File: src/rtl/fetch_ctrl.sv
// fetch_ctrl: RV32I fetch-stage sequencer. Owns the fetch PC, issues one
// hold-until-resp instruction read at a time, buffers returned words with
// their PCs in a small FIFO and hands them to decode over valid/ready.
// Redirects flush the buffer; a read still in flight at redirect time is
// drained (its data discarded) before the new target is requested.
module fetch_ctrl #(
    parameter logic [31:0] RESET_PC  = 32'h6000_0000,
    parameter int          BUF_DEPTH = 2
) (
    input  logic        clk,
    input  logic        rst,
    input  logic        redirect,
    input  logic [31:0] redirect_pc,
    output logic        imem_read,
    output logic [31:0] imem_address,
    input  logic        imem_resp,
    input  logic [31:0] imem_rdata,
    output logic        inst_valid,
    input  logic        inst_ready,
    output logic [31:0] inst_out,
    output logic [31:0] inst_pc
);

    localparam int PTR_W = (BUF_DEPTH > 1) ? $clog2(BUF_DEPTH) : 1;
    localparam int CNT_W = $clog2(BUF_DEPTH + 1);
    localparam logic [CNT_W-1:0] DEPTH_C = CNT_W'(BUF_DEPTH);
    localparam logic [PTR_W-1:0] LAST_C  = PTR_W'(BUF_DEPTH - 1);

    typedef enum logic {S_FETCH, S_DRAIN} state_t;

    state_t             r_state;
    logic [31:0]        r_pc;
    logic [31:0]        r_drain_addr;
    logic [31:0]        r_buf_pc   [BUF_DEPTH];
    logic [31:0]        r_buf_inst [BUF_DEPTH];
    logic [PTR_W-1:0]   r_rd_ptr;
    logic [PTR_W-1:0]   r_wr_ptr;
    logic [CNT_W-1:0]   r_count;

    logic               w_push;
    logic               w_pop;
    logic [31:0]        w_target;

    function automatic logic [PTR_W-1:0] ptr_inc(input logic [PTR_W-1:0] p);
        return (p == LAST_C) ? '0 : p + PTR_W'(1);
    endfunction

    // Read/valid must drop while rst is high and rise in the very cycle rst
    // is released, so the handshake outputs are decoded from state, not registered.
    always_comb begin
        imem_read    = !rst && ((r_state == S_DRAIN) || (r_count < DEPTH_C));
        imem_address = (r_state == S_DRAIN) ? r_drain_addr : r_pc;
        inst_valid   = !rst && (r_state == S_FETCH) && (r_count != '0);
        inst_out     = r_buf_inst[r_rd_ptr];
        inst_pc      = r_buf_pc[r_rd_ptr];
    end

    // Redirect beats both push and pop; a push needs a live FETCH request.
    always_comb begin
        w_target = {redirect_pc[31:2], 2'b00};
        w_push   = (r_state == S_FETCH) && imem_read && imem_resp && !redirect;
        w_pop    = inst_valid && inst_ready && !redirect;
    end

    // Control state: FSM, fetch PC, drain address, FIFO pointers and count.
    always_ff @(posedge clk) begin
        if (rst) begin
            r_state      <= S_FETCH;
            r_pc         <= RESET_PC;
            r_drain_addr <= RESET_PC;
            r_rd_ptr     <= '0;
            r_wr_ptr     <= '0;
            r_count      <= '0;
        end else if (redirect) begin
            r_pc     <= w_target;
            r_rd_ptr <= '0;
            r_wr_ptr <= '0;
            r_count  <= '0;
            // A request still open (no resp this cycle) must be drained;
            // in DRAIN imem_address already equals the drain address.
            if (imem_read && !imem_resp) begin
                r_state      <= S_DRAIN;
                r_drain_addr <= imem_address;
            end else begin
                r_state <= S_FETCH;
            end
        end else begin
            case (r_state)
                S_FETCH: if (w_push) r_pc <= r_pc + 32'd4;
                S_DRAIN: if (imem_resp) r_state <= S_FETCH;
                default: r_state <= S_FETCH;
            endcase
            if (w_push) r_wr_ptr <= ptr_inc(r_wr_ptr);
            if (w_pop)  r_rd_ptr <= ptr_inc(r_rd_ptr);
            case ({w_push, w_pop})
                2'b10:   r_count <= r_count + CNT_W'(1);
                2'b01:   r_count <= r_count - CNT_W'(1);
                default: r_count <= r_count;
            endcase
        end
    end

    // FIFO storage: payload only, validity is tracked by r_count.
    always_ff @(posedge clk) begin
        if (w_push && !rst) begin
            r_buf_pc[r_wr_ptr]   <= r_pc;
            r_buf_inst[r_wr_ptr] <= imem_rdata;
        end
    end

endmodule
File: config.mk
export PLATFORM = sky130hd
export DESIGN_NAME = fetch_ctrl
export DESIGN_NICKNAME = d
export VERILOG_FILES = /design/src/rtl/fetch_ctrl.sv
export SDC_FILE = /design/constraint.sdc
export NUM_CORES = 1
export LEC_CHECK = 0
export ABC_AREA = 1
export CORE_MARGIN = 10
export CORE_UTILIZATION = 50
export CTS_CLUSTER_SIZE = 14
export DETAILED_ROUTE_END_ITERATION = 12
export GPL_ROUTABILITY_DRIVEN = 0
export PLACE_DENSITY = 0.8
export SETUP_SLACK_MARGIN = 0.2
export SLEW_MARGIN = 20
export SYNTH_ARGS = -nofsm -noshare
export SYNTH_HDL_FRONTEND = slang
export SYNTH_SLANG_ARGS = --single-unit
File: constraint.sdc
create_clock -name clk -period 7.7 [get_ports clk]
set_input_delay 0.77 -clock clk [delete_from_list [all_inputs] [get_ports clk]]
set_output_delay 0.77 -clock clk [all_outputs]
set_load 0.005 [all_outputs]
Word level (Yosys, flattened, before mapping)
Memories as Yosys holds them, arrays and structs flattened. A register that Yosys moved wholly into a read port is not among the register bits.
Index checks and enable logic that the tools add are counted.
{"block": "totals", "wordCells": 57, "mem_bits_ro": 0, "mem_bits_rw": 128, "memories": 2, "output_inout_bits": 98, "input_bits": 69, "ff_bits": 69, "latchBits": 0}
{"block": "classes", "shift": 0, "n_mul": 0, "eq_ne": 3, "add_sub_neg": 5, "reduce_logical": 21, "n_bitwise": 1, "mux": 17, "div": 0, "magnitude_cmp": 1}
{"name": "r_buf_inst", "depth": 2, "width": 32, "read_ports": 1, "rd_ports_with_merged_regs": 1, "write_ports": 1, "line": "35", "rtl": "logic [31:0] r_buf_inst [BUF_DEPTH];"}
{"name": "r_buf_pc", "depth": 2, "width": 32, "read_ports": 1, "rd_ports_with_merged_regs": 1, "write_ports": 1, "line": "34", "rtl": "logic [31:0] r_buf_pc [BUF_DEPTH];"}
{"operator": "$mux W32", "n": 4}
{"operator": "$add A32 B3 Y32 const B", "n": 1}
{"operator": "$mux W1", "n": 12}
{"operator": "$logic_and A1 B1 Y1", "n": 10}
{"operator": "$reduce_and A2 Y1", "n": 3}
{"operator": "$reduce_bool A2 Y1", "n": 3}
{"operator": "$pmux W2 S2", "n": 1}
{"operator": "$logic_not A1 Y1", "n": 3}
{"operator": "$add A1 B1 Y1 const B", "n": 2}
{"operator": "$add A2 B1 Y2 const B", "n": 1}
{"operator": "$eq A2 B1 Y1 const B", "n": 1}
{"operator": "$eq A2 B2 Y1 const B", "n": 1}
{"operator": "$lt A2 B2 Y1 const B", "n": 1}
{"operator": "$ne A2 B2 Y1 const B", "n": 1}
{"operator": "$reduce_or A2 Y1", "n": 1}
{"operator": "$sub A2 B1 Y2 const B", "n": 1}
{"operator": "$logic_or A1 B1 Y1", "n": 1}
{"operator": "$not A1 Y1", "n": 1}

Longest topological paths before layout
{"block": "logic_depth", "ltp_word": 9, "mapped_depth": 12, "mapped_depth_nobuf": 10}

Worst setup path before layout
OpenSTA, ideal clock, no wires.
{"block": "synth_path", "kind": "input port to flip-flop", "from": "input rst", "to": "memory r_buf_inst[0][0], enable pin", "slack_ps": 3037, "stages": 7, "arrival_time_ps": 4180, "setup_ps": 483, "required_ps": 7217, "cell_sequence": "buf_2 > a21oi_4 > nand3_4 > nor2_4 > buf_4 > inv_1 > nor2_1"}
{"block": "synth_via", "elab_chain_len": 8}
{"element": "start: declaration", "line": "11", "rtl": "input logic rst,"}
{"element": "$logic_not A1 Y1", "line": "51", "rtl": "imem_read = !rst && ((r_state == S_DRAIN) || (r_count < DEPTH_C));"}
{"element": "$logic_and A1 B1 Y1", "line": "51"}
{"element": "net imem_read", "line": "14", "rtl": "output logic imem_read,"}
{"element": "$logic_and A1 B1 Y1 (3 in series)", "line": "61", "rtl": "w_push = (r_state == S_FETCH) && imem_read && imem_resp && !redirect;"}
{"element": "$logic_and A1 B1 Y1", "line": "105", "rtl": "if (w_push && !rst) begin"}
{"element": "$mux W1", "line": "105"}
{"element": "$mux W1 (implied by the code)", "line": "107", "rtl": "r_buf_inst[r_wr_ptr] <= imem_rdata;"}
{"element": "end: declaration", "line": "35"}
The timed path passes the listed nets, and every way through them passes these cells.

Worst setup path in the final report
{"block": "layout_path", "from": "input rst", "to": "memory r_buf_pc[1][27], enable pin"}
{"block": "layout_via", "elab_chain_len": 8}
{"element": "$logic_not A1 Y1 *", "line": "51, 105"}
{"element": "$logic_and A1 B1 Y1", "line": "51"}
{"element": "$logic_and A1 B1 Y1 (3 in series)", "line": "61"}
{"element": "$logic_and A1 B1 Y1 *", "line": "105"}
{"element": "$mux W1 *", "line": "105"}
{"element": "$mux W1 (implied by the code) *", "line": "106", "rtl": "r_buf_pc[r_wr_ptr] <= r_pc;"}
{"element": "end: declaration", "line": "34"}
Every way passes the cells marked *; elsewhere a longest branch is shown, timed or not.

==> out/qor.yml <==
status: "completed"
cp-end-kind: "flop"
r2r_cells: 7
r2r_end: "r_buf_pc[1][27]$_DFFE_PP_"
setup_tns_ns: 0
vias_per_cell: 5.14
grt_pass1_wl_um: 31400
cp_cell_sequence: "clkdlybuf4s50_1 > buf_4 > a21oi_4 > nand3_4 > nor2_4 > inv_1 > nor2_4 > buf_4"
via_count: 6064
grt_max_degree: 63
rows: 46
syn_area_per_cell_um2: 10.3
numPortBuffers: 162
hold_class: "flop to flop"
grtUsageTotal_pct: 17.9
cts.reportedPaths.clkPinSlew_ns: 0.07
timing.slew.headroom_pct: 34.6
leakagePower_uw: 0.00372
cts_resized: 0
drive_gt1_share_pct: 11.6
netlist_area_um2: 8240
die_area_um2: 22000
post_cts_buffers: 0
clock.fmax_mhz: 308
hpwl_um: 13600
critPathMaxFanout: 62
synth_edf_count: 124
synthCells: 799
whs_endpoint: "r_drain_addr[10]$_SDFFE_PP0P_"
die_h_um: 148
placed_area_um2: 10000
n_antenna_cell: 0
final_cell_mix: "165 x nand2_1, 162 x clkdlybuf4s50_1, 124 x edfxtp_1"
min_from: "r_drain_addr[10]$_SDFFE_PP0P_"
final_area_um2: 10600
syn_to_final_growth_pct: 28.5
cpPeakStageDelay_ns: 0.65
nNetsFinal: 1022
min_period_over_period_pct: 42.2
finalHoldViolations: 0
yosys_warnings: 0
whs_path_depth: 2
wl_per_cell_um: 16.7
drt-initial-drc-count: 461
yosysUniqueCellTypes: 34
reg2reg_from: "r_state$_SDFF_PP0_"
arrival_ns: 3.30
core_um2: 16000
synth_ff_type: "edfxtp_1"
crit_slowest_cell: "buf_4"
worstMarginPinSlew_ns: 0.981
startpoint_type: "primary input"
cts.path.max_buffers: 2
drc_errors: 0
layout_commonest_cell: "nand2_1"
drt-pass1-iter-count: 5
slew_viol_final: 0
antenna_found_initial: 0
pin_count: 167
cts_root_buffer: "clkbuf_16"
hold_buffers: 0
ant_nets: 0
rsz0062_at_grt: "false"
insertion_delay_ns: 0.43
ys_seq_elements: 192
die_w_um: 148
powerDensity_nw_per_um2: 207
synthArstFlopShare_pct: 0
setup-violations-final: 0
start_util_pct: 51.5
critPathRequiredTime_ns: 7.75
cts_tree: "done"
drt_wl_total_um: 19700
htreeDepth: 4
numCtsBuffers: 17
drv_cap: 0
min_period_ns: 3.25
ys_seq_area_share_pct: 61.7
grt_pass1_vias: 6088
finClkSkew_ns: 0.00866
clock-sinks: 192
crit_type: "primary input to flop"
grt-ovfl-total: 0
reg2reg_slack_ns: 4.96
ir_drop_v: 0.000151
[worst max-delay path, delay by kind of cell]
family	cells	cell delay, ns
simple gates	3	0.74
compound gates	1	0.20
buf+inv	4	1.53
[cell families after synthesis]
logic type | Yosys count | share of synthesized area [%]
other | 1 | 0.0455
multiplexers | 62 | 8.47
buffers and inverters | 97 | 5.01
AND/OR/NAND/NOR | 313 | 15.5
adder cells (fa/ha/maj) | 2 | 0.304
XOR/XNOR | 13 | 1.38
flip-flops | 192 | 61.7
AO/OA/AOI/OAI | 119 | 7.58
[registers in the layout, summed over array words and instances, names as in the netlist, named ones only]
signal / flops
r_drain_addr: 32
r_pc: 30
r_count: 2
r_state: 1
r_buf_pc: 60
r_wr_ptr: 1
r_buf_inst: 64
r_rd_ptr: 1
[worst max-delay path by stage]
stage                     startpoint                     endpoint
after floorplan                  rst   r_buf_inst[0][0]$_DFFE_PP_
after global placement           rst  r_buf_inst[1][20]$_DFFE_PP_
after detailed placement         rst  r_buf_inst[1][20]$_DFFE_PP_
after CTS                        rst  r_buf_inst[1][20]$_DFFE_PP_
after global routing             rst  r_buf_inst[1][25]$_DFFE_PP_
final                            rst    r_buf_pc[1][27]$_DFFE_PP_
[metal layers]
layer / part of all wire [%] / up-vias / GRT usage, %
met5: 0 / - / 0
met4: 1.5 / 0 / 5.85
met3: 8.1 / 22 / 6.16
met2: 46 / 221 / 28.4
met1: 44 / 2825 / 22.4
li1: - / 2996 / -
[stage by stage]
step	utilization, %	hold WS (ns)	std cells	setup slack, ns	total power, uW
floorplan	-	0.422	800	3.04	1260
global placement	62.6	0.434	1148	4.05	1360
detailed placement	62.6	0.441	1148	4.04	1360
CTS	66.2	0.451	1180	4.47	2210
global route	66.2	0.473	1180	4.29	2270
finish	66.2	0.449	1180	4.45	2190
[synth_stat cells, types with 2 or more instances]
| master | number | area, um^2 |
|---|---|---|
| clkbuf_1 | 20 | 75.1 |
| buf_4 | 8 | 60.1 |
| xnor2_1 | 2 | 17.5 |
| edfxtp_1 | 124 | 3720 |
| ha_1 | 2 | 25.0 |
| a21oi_1 | 27 | 135 |
| nand3_1 | 34 | 170 |
| nand2_1 | 165 | 619 |
| inv_2 | 2 | 7.51 |
| o21ai_1 | 3 | 15.0 |
| nand4_1 | 4 | 25.0 |
| o21ai_0 | 76 | 380 |
| mux2_2 | 62 | 698 |
| nor2_2 | 3 | 18.8 |
| a31oi_1 | 10 | 62.6 |
| dfxtp_1 | 68 | 1360 |
| buf_2 | 7 | 35.0 |
| and2_1 | 2 | 12.5 |
| nand2_2 | 2 | 12.5 |
| nor2_1 | 96 | 360 |
| nor3_1 | 3 | 15.0 |
| inv_1 | 57 | 214 |
| xor2_1 | 11 | 96.3 |
[layout make-up]
class	instances	area (um^2)
Tap cell	216	270
Clock buffer	21	460
Inverter	61	231
Clock inverter	11	114
Sequential cell	192	5090
Multi-Input combinational cell	511	2760
Timing Repair Buffer	168	1670
Fill cell	1306	5410
[power breakdown]
| group | switching (uW) | leakage (uW) | internal, uW | total [uW] |
|---|---|---|---|---|
| sequential | 26.1 | 0.00169 | 1130 | 1150 |
| combinational | 91.0 | 0.00176 | 97.3 | 188 |
| clock | 357 | 0.000274 | 492 | 849 |
Note: power is estimated with default switching activity, not from simulation.
